**config.mk**
```make
export PLATFORM = sky130hd
export DESIGN_NAME = kmkz_ibus_bridge_flat
export DESIGN_NICKNAME = d
export VERILOG_FILES = /design/src/rtl/kmkz_ibus_bridge_if.sv /design/src/rtl/kmkz_ibus_bridge.sv /design/src/flat_wrapper.sv
export SDC_FILE = /design/constraint.sdc
export NUM_CORES = 1
export LEC_CHECK = 0
export ABC_AREA = 1
export BUFFER_PORTS_ARGS = -buffer_cell sky130_fd_sc_hd__buf_2
export CORE_MARGIN = 2
export CORE_UTILIZATION = 46
export DETAILED_ROUTE_END_ITERATION = 12
export PLACE_DENSITY = 0.82
export SLEW_MARGIN = 25
export SYNTH_ARGS = -nofsm -noshare
export SYNTH_HDL_FRONTEND = slang
export SYNTH_SLANG_ARGS = --single-unit
```
**constraint.sdc**
```tcl
create_clock -name clk_i -period 1.7 [get_ports clk_i]
set_input_delay 0.34 -clock clk_i [delete_from_list [all_inputs] [get_ports clk_i]]
set_output_delay 0.34 -clock clk_i [all_outputs]
set_load 0.02 [all_outputs]
```
**src/rtl/kmkz_ibus_bridge_if.sv**
```systemverilog
// -----------------------------------------------------------------------------
// kmkz_ibus_bridge_if
//   Request/grant/rvalid instruction bus between the fetch bridge (master) and
//   the system instruction bus (slave).
//
//   req    master -> slave  request valid
//   addr   master -> slave  word-aligned request address, 0 while req=0
//   gnt    slave -> master  request accepted this cycle
//   rvalid slave -> master  response beat
//   rdata  slave -> master  response data
//   err    slave -> master  response is an error, qualified by rvalid
// -----------------------------------------------------------------------------
interface kmkz_ibus_bridge_if;
    logic        req;
    logic [31:0] addr;
    logic        gnt;
    logic        rvalid;
    logic [31:0] rdata;
    logic        err;

    modport master (
        output req,
        output addr,
        input  gnt,
        input  rvalid,
        input  rdata,
        input  err
    );

    modport slave (
        input  req,
        input  addr,
        output gnt,
        output rvalid,
        output rdata,
        output err
    );
endinterface

```
**src/rtl/kmkz_ibus_bridge.sv**
```systemverilog
// -----------------------------------------------------------------------------
// kmkz_ibus_bridge
//   Presents a "one-word synchronous memory" to the fetch FIFO: a ready_o pulse
//   delivers the word at the address the FIFO held on the previous cycle.
//   Behind that, one transaction at a time is run on a variable-latency
//   request/grant/rvalid bus. Branch flushes, bus errors, timeouts and stale
//   responses (FIFO address moved on while the beat was in flight) are handled
//   here so the FIFO only ever sees words that match its current address.
//
//   Parameters
//     TIMEOUT  WAIT cycles without rvalid before an error response is
//              synthesised; 0 disables the timeout.
//   Ports
//     clk_i     clock, rising edge
//     rst_i     asynchronous active-low reset
//     addr_i    fetch address from the FIFO, bits [1:0] ignored
//     branch_i  flush, highest priority
//     data_o    fetched word, valid while ready_o
//     ready_o   one-cycle delivery pulse (registered)
//     err_o     delivery faulted, data_o is 0 (registered)
//     ibus      bus master side
// -----------------------------------------------------------------------------
module kmkz_ibus_bridge #(
    parameter int unsigned TIMEOUT = 255
) (
    input  logic                       clk_i,
    input  logic                       rst_i,
    input  logic [31:0]                addr_i,
    input  logic                       branch_i,
    output logic [31:0]                data_o,
    output logic                       ready_o,
    output logic                       err_o,
    kmkz_ibus_bridge_if.master         ibus
);

    typedef enum logic [2:0] {
        ST_IDLE,
        ST_REQ,
        ST_WAIT,
        ST_DROP,
        ST_RESP
    } state_t;

    localparam logic [8:0] TIMEOUT_W = 9'(TIMEOUT);

    state_t      state_reg, state_next;
    logic [29:0] addr_q_reg, addr_q_next;
    logic [7:0]  cnt_reg, cnt_next;
    logic [31:0] data_reg, data_next;
    logic        err_reg, err_next;
    logic        ready_reg, ready_next;

    logic [8:0]  cnt_inc;
    logic        timeout_hit;
    logic        stale;

    // Byte-offset bits are don't-care for word fetches.
    logic        addr_lsb_unused;
    assign addr_lsb_unused = ^addr_i[1:0];

    // The counter holds the number of completed silent WAIT cycles, so the
    // current cycle is the TIMEOUT-th one when cnt_reg + 1 equals TIMEOUT.
    assign cnt_inc     = {1'b0, cnt_reg} + 9'd1;
    assign timeout_hit = (TIMEOUT != 0) && (cnt_inc == TIMEOUT_W);
    assign stale       = (addr_i[31:2] != addr_q_reg);

    always_ff @(posedge clk_i or negedge rst_i) begin
        if (!rst_i) begin
            state_reg  <= ST_IDLE;
            addr_q_reg <= '0;
            cnt_reg    <= '0;
            data_reg   <= '0;
            err_reg    <= 1'b0;
            ready_reg  <= 1'b0;
        end else begin
            state_reg  <= state_next;
            addr_q_reg <= addr_q_next;
            cnt_reg    <= cnt_next;
            data_reg   <= data_next;
            err_reg    <= err_next;
            ready_reg  <= ready_next;
        end
    end

    always_comb begin
        state_next  = state_reg;
        addr_q_next = addr_q_reg;
        cnt_next    = cnt_reg;
        data_next   = data_reg;
        // err_o only ever qualifies the delivery pulse, so it drops back to 0
        // on every cycle that does not enter RESP.
        err_next    = 1'b0;
        ibus.req    = 1'b0;
        ibus.addr   = '0;

        unique case (state_reg)
            ST_IDLE: begin
                state_next = ST_REQ;
            end

            ST_REQ: begin
                // Address follows the FIFO until the bus accepts it.
                ibus.req  = 1'b1;
                ibus.addr = {addr_i[31:2], 2'b00};
                if (ibus.gnt) begin
                    addr_q_next = addr_i[31:2];
                    cnt_next    = '0;
                    state_next  = branch_i ? ST_DROP : ST_WAIT;
                end
            end

            ST_WAIT: begin
                if (ibus.rvalid) begin
                    if (branch_i || stale) begin
                        state_next = ST_REQ;
                    end else begin
                        data_next  = ibus.err ? 32'h0 : ibus.rdata;
                        err_next   = ibus.err;
                        state_next = ST_RESP;
                    end
                end else if (branch_i) begin
                    state_next = ST_DROP;
                end else if (timeout_hit) begin
                    data_next  = 32'h0;
                    err_next   = 1'b1;
                    state_next = ST_RESP;
                end else begin
                    cnt_next = (cnt_reg == 8'hFF) ? cnt_reg : cnt_reg + 8'd1;
                end
            end

            ST_DROP: begin
                // The flushed beat still has to drain before a new request,
                // since only one transaction may be outstanding.
                if (ibus.rvalid) begin
                    state_next = ST_REQ;
                end
            end

            ST_RESP: begin
                state_next = ST_REQ;
            end

            default: begin
                state_next = ST_IDLE;
            end
        endcase

        ready_next = (state_next == ST_RESP);
    end

    assign data_o  = data_reg;
    assign err_o   = err_reg;
    assign ready_o = ready_reg;

endmodule

```
**src/flat_wrapper.sv**
```systemverilog
// flat-port wrapper written by rule: the top's interface ports become plain ports
module kmkz_ibus_bridge_flat 
#(
    parameter int unsigned TIMEOUT = 255
)
  (clk_i, rst_i, addr_i, branch_i, data_o, ready_o, err_o, ibus_req, ibus_addr, ibus_gnt, ibus_rvalid, ibus_rdata, ibus_err);
  kmkz_ibus_bridge_if ibus_i ();
  input  logic clk_i;
  input  logic rst_i;
  input  logic [31:0] addr_i;
  input  logic branch_i;
  output logic [31:0] data_o;
  output logic ready_o;
  output logic err_o;
  output wire logic [$bits(ibus_i.req)-1:0] ibus_req;
  output wire logic [$bits(ibus_i.addr)-1:0] ibus_addr;
  input wire logic [$bits(ibus_i.gnt)-1:0] ibus_gnt;
  input wire logic [$bits(ibus_i.rvalid)-1:0] ibus_rvalid;
  input wire logic [$bits(ibus_i.rdata)-1:0] ibus_rdata;
  input wire logic [$bits(ibus_i.err)-1:0] ibus_err;
  assign ibus_req = ibus_i.req;
  assign ibus_addr = ibus_i.addr;
  assign ibus_i.gnt = ibus_gnt;
  assign ibus_i.rvalid = ibus_rvalid;
  assign ibus_i.rdata = ibus_rdata;
  assign ibus_i.err = ibus_err;
  kmkz_ibus_bridge #(.TIMEOUT(TIMEOUT)) u_core (.clk_i(clk_i), .rst_i(rst_i), .addr_i(addr_i), .branch_i(branch_i), .data_o(data_o), .ready_o(ready_o), .err_o(err_o), .ibus(ibus_i));
endmodule
```
==> metrics.md, run 1 <==
| Metric | Value |
|---|---|
| Non-Filler Instances | 918 |
| Crit Path Category | reg -> reg |
| RSZ-0062 raised after global routing | yes |
| Die width | 99.8 µm |
| Remaining DRCs | 0 |
| Multi-input logic area | 2370 µm² |
| Crit path capture type | flop |
| WL per Instance | 17.3 µm |
| Gpl congestion | 0.819 |
| Clock sinks | 75 |
| Fin nets | 877 |
| GR Layer Usage met3 | 0.0550 |
| DRT Pass-1 Iters | 6 |
| Hold Crit Endpoint | u_core.err_o |
| Drt total wl | 15900 µm |
| Core ar. | 8810 µm² |
| Synthesized area | 4220 µm² |
| CP Max Fanout | 8 |
| Die Y | 99.8 µm |
| # Max-Cap Violations | 0 |
| Pins Over Slew Limit | 0 |
| Initial Utilization | 0.479 |
| Peak supply drop | 0.585 mV |
| Failing checks | negative setup slack |
| Fillers | 559 |
| Cell-internal power | 4.77 mW |
| H-tree level count | 3 |
| Global Route Usage Sum | 0.268 |
| Root Driver | clkbuf_8 |
| Post-synthesis cell type count | 25 |
| Leak pwr | 3.71 nW |
| Synth Area per Inst | 6.73 µm² |
| Vias per std cell | 5.43 |
| Outcome | finished with violations |
| Num ports | 137 |
| Worst Path Required | 1.99 ns |
| Storage cell area | 1880 µm² |
| Row count | 34 |
| Setup violators final | 74 |
| Routed Antenna Nets | 0 |
| Grt met2 use | 0.471 |
| Port bufs | 132 |
| Arrival @ worst endpoint | 2.27 ns |
| Placed Cells | 879 |
| Clk_lat worst skew | 0.36 ns |
| Pin count of the biggest net entering global routing | 61 |
| Reg2Reg Launch Point | u_core.addr_q_reg[11] |
| Synth-to-layout area growth | 53.5% |
| Proportion of power drawn by combinational gates | 0.489 |
| Post-Route Utilization | 0.736 |
| Via count | 4989 |
| Register share of total power | 0.299 |
| Sequential-to-total area share from yosys stat | 0.445 |
| Min Tclk post-route | 1.98 ns |
| Cell accounting for the most synthesized area | dfrtp_1 |
| Total CTS buffers | 9 |
| Switching power | 3.55 mW |
| Leading post-synthesis cells by cell area | dfrtp_1 44%, nand2_1 19%, inv_1 10%, nor2_1 8.1%, nand3_1 5.7% |
| Min-Delay Path Class | in -> reg |
| Met1 usage | 0.321 |
| Setup slack at placement | -0.277 ns |
| R2R Path End | u_core.data_o[3] |
| Sw frac | 0.426 |
| GRT Max-Usage Layer | met2 |
| Max Fclk | 0.506 GHz |
| CTS Buffer Depth | 2 |
| Number of global-route vias before repair | 4627 |
| Layout cell share with drive strength beyond 1 | 0.368 |
| Pwr dens | 1280 nW/µm² |
| Largest register FFs | 32 |
| Drt initial violations | 576 |
| Register bit total from synthesis | 75 |
| Clk pin slew, worst setup/hold paths | 0.10 ns |
| TritonCTS clock tree | yes |
| Diodes inserted | 0 |
| Clock power share | 0.212 |
| Critical path launch point type | flop |
| Reg2reg setup slack | -0.28 ns |
| Cells on worst reg2reg path | 13 |
| Hpwl dp | 7890 µm |
| Hold Vio Cnt, Final | 0 |
| Critical hold path startpoint | ibus_err |
| Synth warn | 0 |
| Worst Skew | 0.0141 ns |
| Antenna violations before repair | 0 |
| Global-route wire length before repair | 21300 µm |
| Die area | 9960 µm² |
| Setup TNS | -13.04 ns |
| Yosys top cell area share | 0.445 |
| Fin worst setup slack | -0.276 ns |
| Cells after Synth | 627 |
| Final Cycle Share | 1.16 |
| Hold depth | 3 |
| GRT overflow | 0 |
layout make-up:
type                    instances  share of cell area
multi-input cells             421               0.365
flip-flops and latches         75               0.290
repair buffers                185               0.219
inverters                     113              0.0666
well taps                     108              0.0208
clock buffers                   9              0.0191
clock inverters                 7              0.0191
how the worst max path moves through the flow:
stage                                      from                end  slack, ns  depth (start not counted)
after floorplan               u_core.cnt_reg[0]   u_core.data_o[0]       0.02                         13
after global placement                 branch_i  u_core.data_o[14]      -0.19                         13
after detailed placement      u_core.cnt_reg[0]  u_core.data_o[24]      -0.28                         12
final                     u_core.addr_q_reg[11]   u_core.data_o[3]      -0.28                         13
after CTS                     u_core.cnt_reg[0]  u_core.data_o[24]      -0.14                         12
after global routing          u_core.cnt_reg[1]   u_core.data_o[3]      -0.31                         12
logic make-up after synthesis:
kind of cell / after synthesis / synth area share
AND/OR/NAND/NOR: 363 / 0.349
flip-flops: 75 / 0.445
adder cells (fa/ha/maj): 2 / 0.00593
buffers and inverters: 138 / 0.134
AO/OA/AOI/OAI: 40 / 0.0498
other: 1 / 0.000888
XOR/XNOR: 8 / 0.0166
critical path, stage by stage (launching register included):
cell and delay [ns]:
dfrtp_1 0.42, inv_1 0.08, nand2_1 0.08, nand2_1 0.07, inv_1 0.07, nand2_1 0.07, nor2_1 0.12, nand2_1 0.06
nor2_1 0.28, nand2_4 0.16, nand2_8 0.15, buf_6 0.16, nand3_1 0.08, nand2_1 0.09
synthesized netlist by cell type, drive strengths merged:
master	instances
nand3b	1
clkbuf	13
dfrtp	75
nand3	48
nor3	1
nand4	4
a21oi	4
buf	12
xnor2	7
ha	2
nor2	94
inv	113
a22oi	2
o21bai	2
xor2	1
o21ai	32
conb	1
nand2	215
power groups by stage:
stage	registers, mW	clock network, mW	logic (mW)
finish	2.49	1.76	4.06
global route	2.51	1.82	4.33
CTS	2.42	1.73	3.40
detailed placement	2.45	0	2.43
global placement	2.42	0	2.36
floorplan	2.39	0	1.64
layout by cell type (no fill, tap or decap), types with 5 or more instances in the layout:
cell and n:
dfrtp_1 74, buf_2 100, nor2_1 56, nand3_2 19
clkbuf_8 9, o21ai_0 30, nor2_4 35, buf_12 5
nand3_1 29, nand2_4 6, buf_6 33, nand2_1 192
inv_1 107, nand2_8 6, nand2_2 17, xnor2_1 7
buf_4 41
routing by layer:
metal,vias up,part of all wire
met5,-,0
met4,0,0.047
met3,89,0.098
met2,360,0.49
met1,2312,0.36
li1,2228,-
through the flow:
| step | area [µm²] | hold slack, ns | power (mW) |
|---|---|---|---|
| finish | 6480 | 0.268 | 8.31 |
| global route | 6480 | 0.289 | 8.66 |
| CTS | 6000 | 0.265 | 7.56 |
| detailed placement | 5210 | 0.286 | 4.88 |
| global placement | 5210 | 0.282 | 4.78 |
| floorplan | 4230 | 0.0444 | 4.03 |
repair_timing:
action                                  in CTS  in global routing
cloned                                       4                  8
resized for setup                          131                 70
buffers inserted                             4                  6
hold buffers                                 1                  0
hold endpoints to repair                    27                  0
endpoints found under the setup margin      73                 74
pin swaps                                    5                 37
Note: power is estimated with default switching activity, not from simulation.
==> run 2: changes to the inputs <==
--- a/config.mk
+++ b/config.mk
@@ -8,9 +8,10 @@
 export ABC_AREA = 1
 export BUFFER_PORTS_ARGS = -buffer_cell sky130_fd_sc_hd__buf_2
 export CORE_MARGIN = 2
-export CORE_UTILIZATION = 46
+export CORE_UTILIZATION = 37
 export DETAILED_ROUTE_END_ITERATION = 12
-export PLACE_DENSITY = 0.82
+export PLACE_DENSITY = 0.7
+export RECOVER_POWER = 100
 export SLEW_MARGIN = 25
 export SYNTH_ARGS = -nofsm -noshare
 export SYNTH_HDL_FRONTEND = slang
==> metrics.md, run 2 (synthesis gave the netlist of run 1 again) <==
| Metric | Value |
|---|---|
| Reg2Reg Launch Point | u_core.cnt_reg[1] |
| RSZ-0062 raised after global routing | yes |
| Pwr dens | 1200 nW/µm² |
| Hold Crit Endpoint | u_core.state_reg[1] |
| Arrival @ worst endpoint | 2.09 ns |
| Core ar. | 11300 µm² |
| Total CTS buffers | 9 |
| CTS Buffer Depth | 2 |
| Min-Delay Path Class | in -> reg |
| R2R Path End | u_core.data_o[0] |
| Switching power | 3.06 mW |
| Clk pin slew, worst setup/hold paths | 0.06 ns |
| Worst slew margin | 0.586 |
| Actual slew at the worst max-slew pin | 0.622 ns |
| Row count | 39 |
| Pin count of the biggest net entering global routing | 61 |
| Die Y | 111 µm |
| Worst Skew | 0.00881 ns |
| Critical path launch point type | flop |
| Synth-to-layout area growth | 55.3% |
| Die area | 12300 µm² |
| Setup violators final | 71 |
| Clk_lat worst skew | 0.33 ns |
| Worst Path Required | 1.97 ns |
| Cells on worst reg2reg path | 10 |
| Leak pwr | 3.68 nW |
| Peak supply drop | 0.681 mV |
| Antenna violations before repair | 1 |
| Proportion of power drawn by combinational gates | 0.461 |
| WL per Instance | 12.5 µm |
| Clock sinks | 75 |
| Crit path top cell by count | nand3_1 |
| Num ports | 137 |
| GRT overflow | 0 |
| Via count | 4375 |
| Die width | 111 µm |
| Crit path capture type | flop |
| Drt initial violations | 317 |
| Most common cell after layout, fill and taps aside | nand2_1 |
| Cell-internal power | 4.84 mW |
| Global Route Usage Sum | 0.185 |
| Port bufs | 132 |
| H-tree level count | 3 |
| Number of global-route vias before repair | 4047 |
| Worst-path cell chain | ha_4 -> buf_4 -> nand3_1 -> nand2_2 -> nor2_4 -> nand3b_4 -> nand2_8 -> clkbuf_16 -> nand3_1 -> nand2_1 |
| Crit path largest cell delay | 0.42 ns |
| Routed Antenna Nets | 0 |
| Drt total wl | 12000 µm |
| Sw frac | 0.387 |
| Crit Path Category | reg -> reg |
| Hold depth | 3 |
| Failing checks | negative setup slack |
| Hold_ws | 0.289 ns |
| Min Tclk post-route | 1.82 ns |
| Largest register FFs | 32 |
| CP Max Fanout | 7 |
| Critical hold path startpoint | ibus_gnt |
| DRT Pass-1 Iters | 4 |
| # Max-Cap Violations | 0 |
| Setup TNS | -4.61 ns |
| Most frequent cells in the layout | 196 x nand2_1, 107 x inv_1, 89 x buf_2, 74 x dfrtp_1, 57 x nor2_1 |
| Register share of total power | 0.307 |
| Hpwl dp | 7570 µm |
| Layout cell share with drive strength beyond 1 | 0.343 |
| Fin nets | 891 |
| TritonCTS clock tree | yes |
| Vias per std cell | 4.53 |
| Root Driver | clkbuf_16 |
| Max Fclk | 0.549 GHz |
| Initial Utilization | 0.375 |
| Slowest-stage cell, CP | dfrtp_1 |
| Outcome | finished with violations |
| Fin worst setup slack | -0.122 ns |
| Remaining DRCs | 0 |
| Reg2reg setup slack | -0.12 ns |
| Global-route wire length before repair | 18800 µm |
| Pins Over Slew Limit | 0 |
| Gpl congestion | 0.842 |
| Final Cycle Share | 1.07 |
| Hold Vio Cnt, Final | 0 |
| Clock power share | 0.233 |
run 2: cell types whose count changed in the layout (fill, tap and decap cells not counted), moves of 3 or more:
cell       change
buf_8          +3
clkbuf_16     +10
clkbuf_1      +12
nand2_1        +4
nand3_2       -10
nand3_1        +9
buf_4          +9
buf_2         -11
clkbuf_8       -9
run 2: worst max-delay path, delay by kind of cell (launching register included):
kind | cells | cell delay [ns]
adders and majority gates | 1 | 0.21
DFF | 1 | 0.42
and+or+nand+nor | 7 | 0.85
buffers and inverters | 2 | 0.30
run 2: through the flow:
step | power, mW | worst slack [ns] | instances | utilization | cell area (µm²)
final | 7.90 | -0.122 | 966 | 0.582 | 6560
after global routing | 8.40 | -0.240 | 966 | 0.582 | 6560
after CTS | 7.14 | -0.0692 | 959 | 0.543 | 6120
after detailed placement | 4.97 | -0.197 | 930 | 0.479 | 5400
after global placement | 4.92 | -0.154 | 930 | 0.479 | 5400
after floorplan | 4.03 | 0.0189 | 628 | - | 4230
run 2: cell type report:
cell class,instances,area (µm²)
Timing Repair Buffer,199,1500
Clock buffer,9,225
Fill cell,990,4720
Multi-Input combinational cell,421,2290
Sequential cell,75,1880
Tap cell,143,179
Inverter,113,427
Antenna cell,1,2.50
Clock inverter,5,56.3
run 2: worst max-delay path by stage:
stage,end,slack [ns],from,cells past startpoint
2_1_floorplan,u_core.data_o[0],0.02,u_core.cnt_reg[0],13
3_3_place_gp,u_core.data_o[21],-0.15,u_core.cnt_reg[0],10
3_5_place_dp,u_core.data_o[9],-0.20,u_core.cnt_reg[0],10
4_1_cts,ibus_addr[12],-0.07,u_core.state_reg[0],6
5_1_grt,u_core.data_o[0],-0.24,u_core.cnt_reg[1],10
6_report,u_core.data_o[0],-0.12,u_core.cnt_reg[1],10
run 2: what timing repair did:
action | CTS | global route
buffers inserted | 8 | 1
hold buffers | 1 | 0
setup endpoints to repair | 73 | 73
gates cloned | 6 | 5
gates resized for setup | 82 | 97
endpoints found under the hold margin | 23 | 0
pin swaps | 18 | 3
run 2: layer usage:
layer / vias to the layer above / global-route usage / share of wire
met4: 0 / 0.0642 / 0.018
met3: 21 / 0.0295 / 0.040
li1: 2260 / - / -
met1: 1987 / 0.237 / 0.44
met5: - / 0 / 0
met2: 107 / 0.318 / 0.50
run 2: power groups by stage:
stage	sequential [mW]	clock (mW)	combinational, mW
global route	2.48	1.94	3.98
finish	2.42	1.84	3.64
CTS	2.41	1.87	2.87
detailed placement	2.44	0	2.53
floorplan	2.39	0	1.64
global placement	2.43	0	2.50
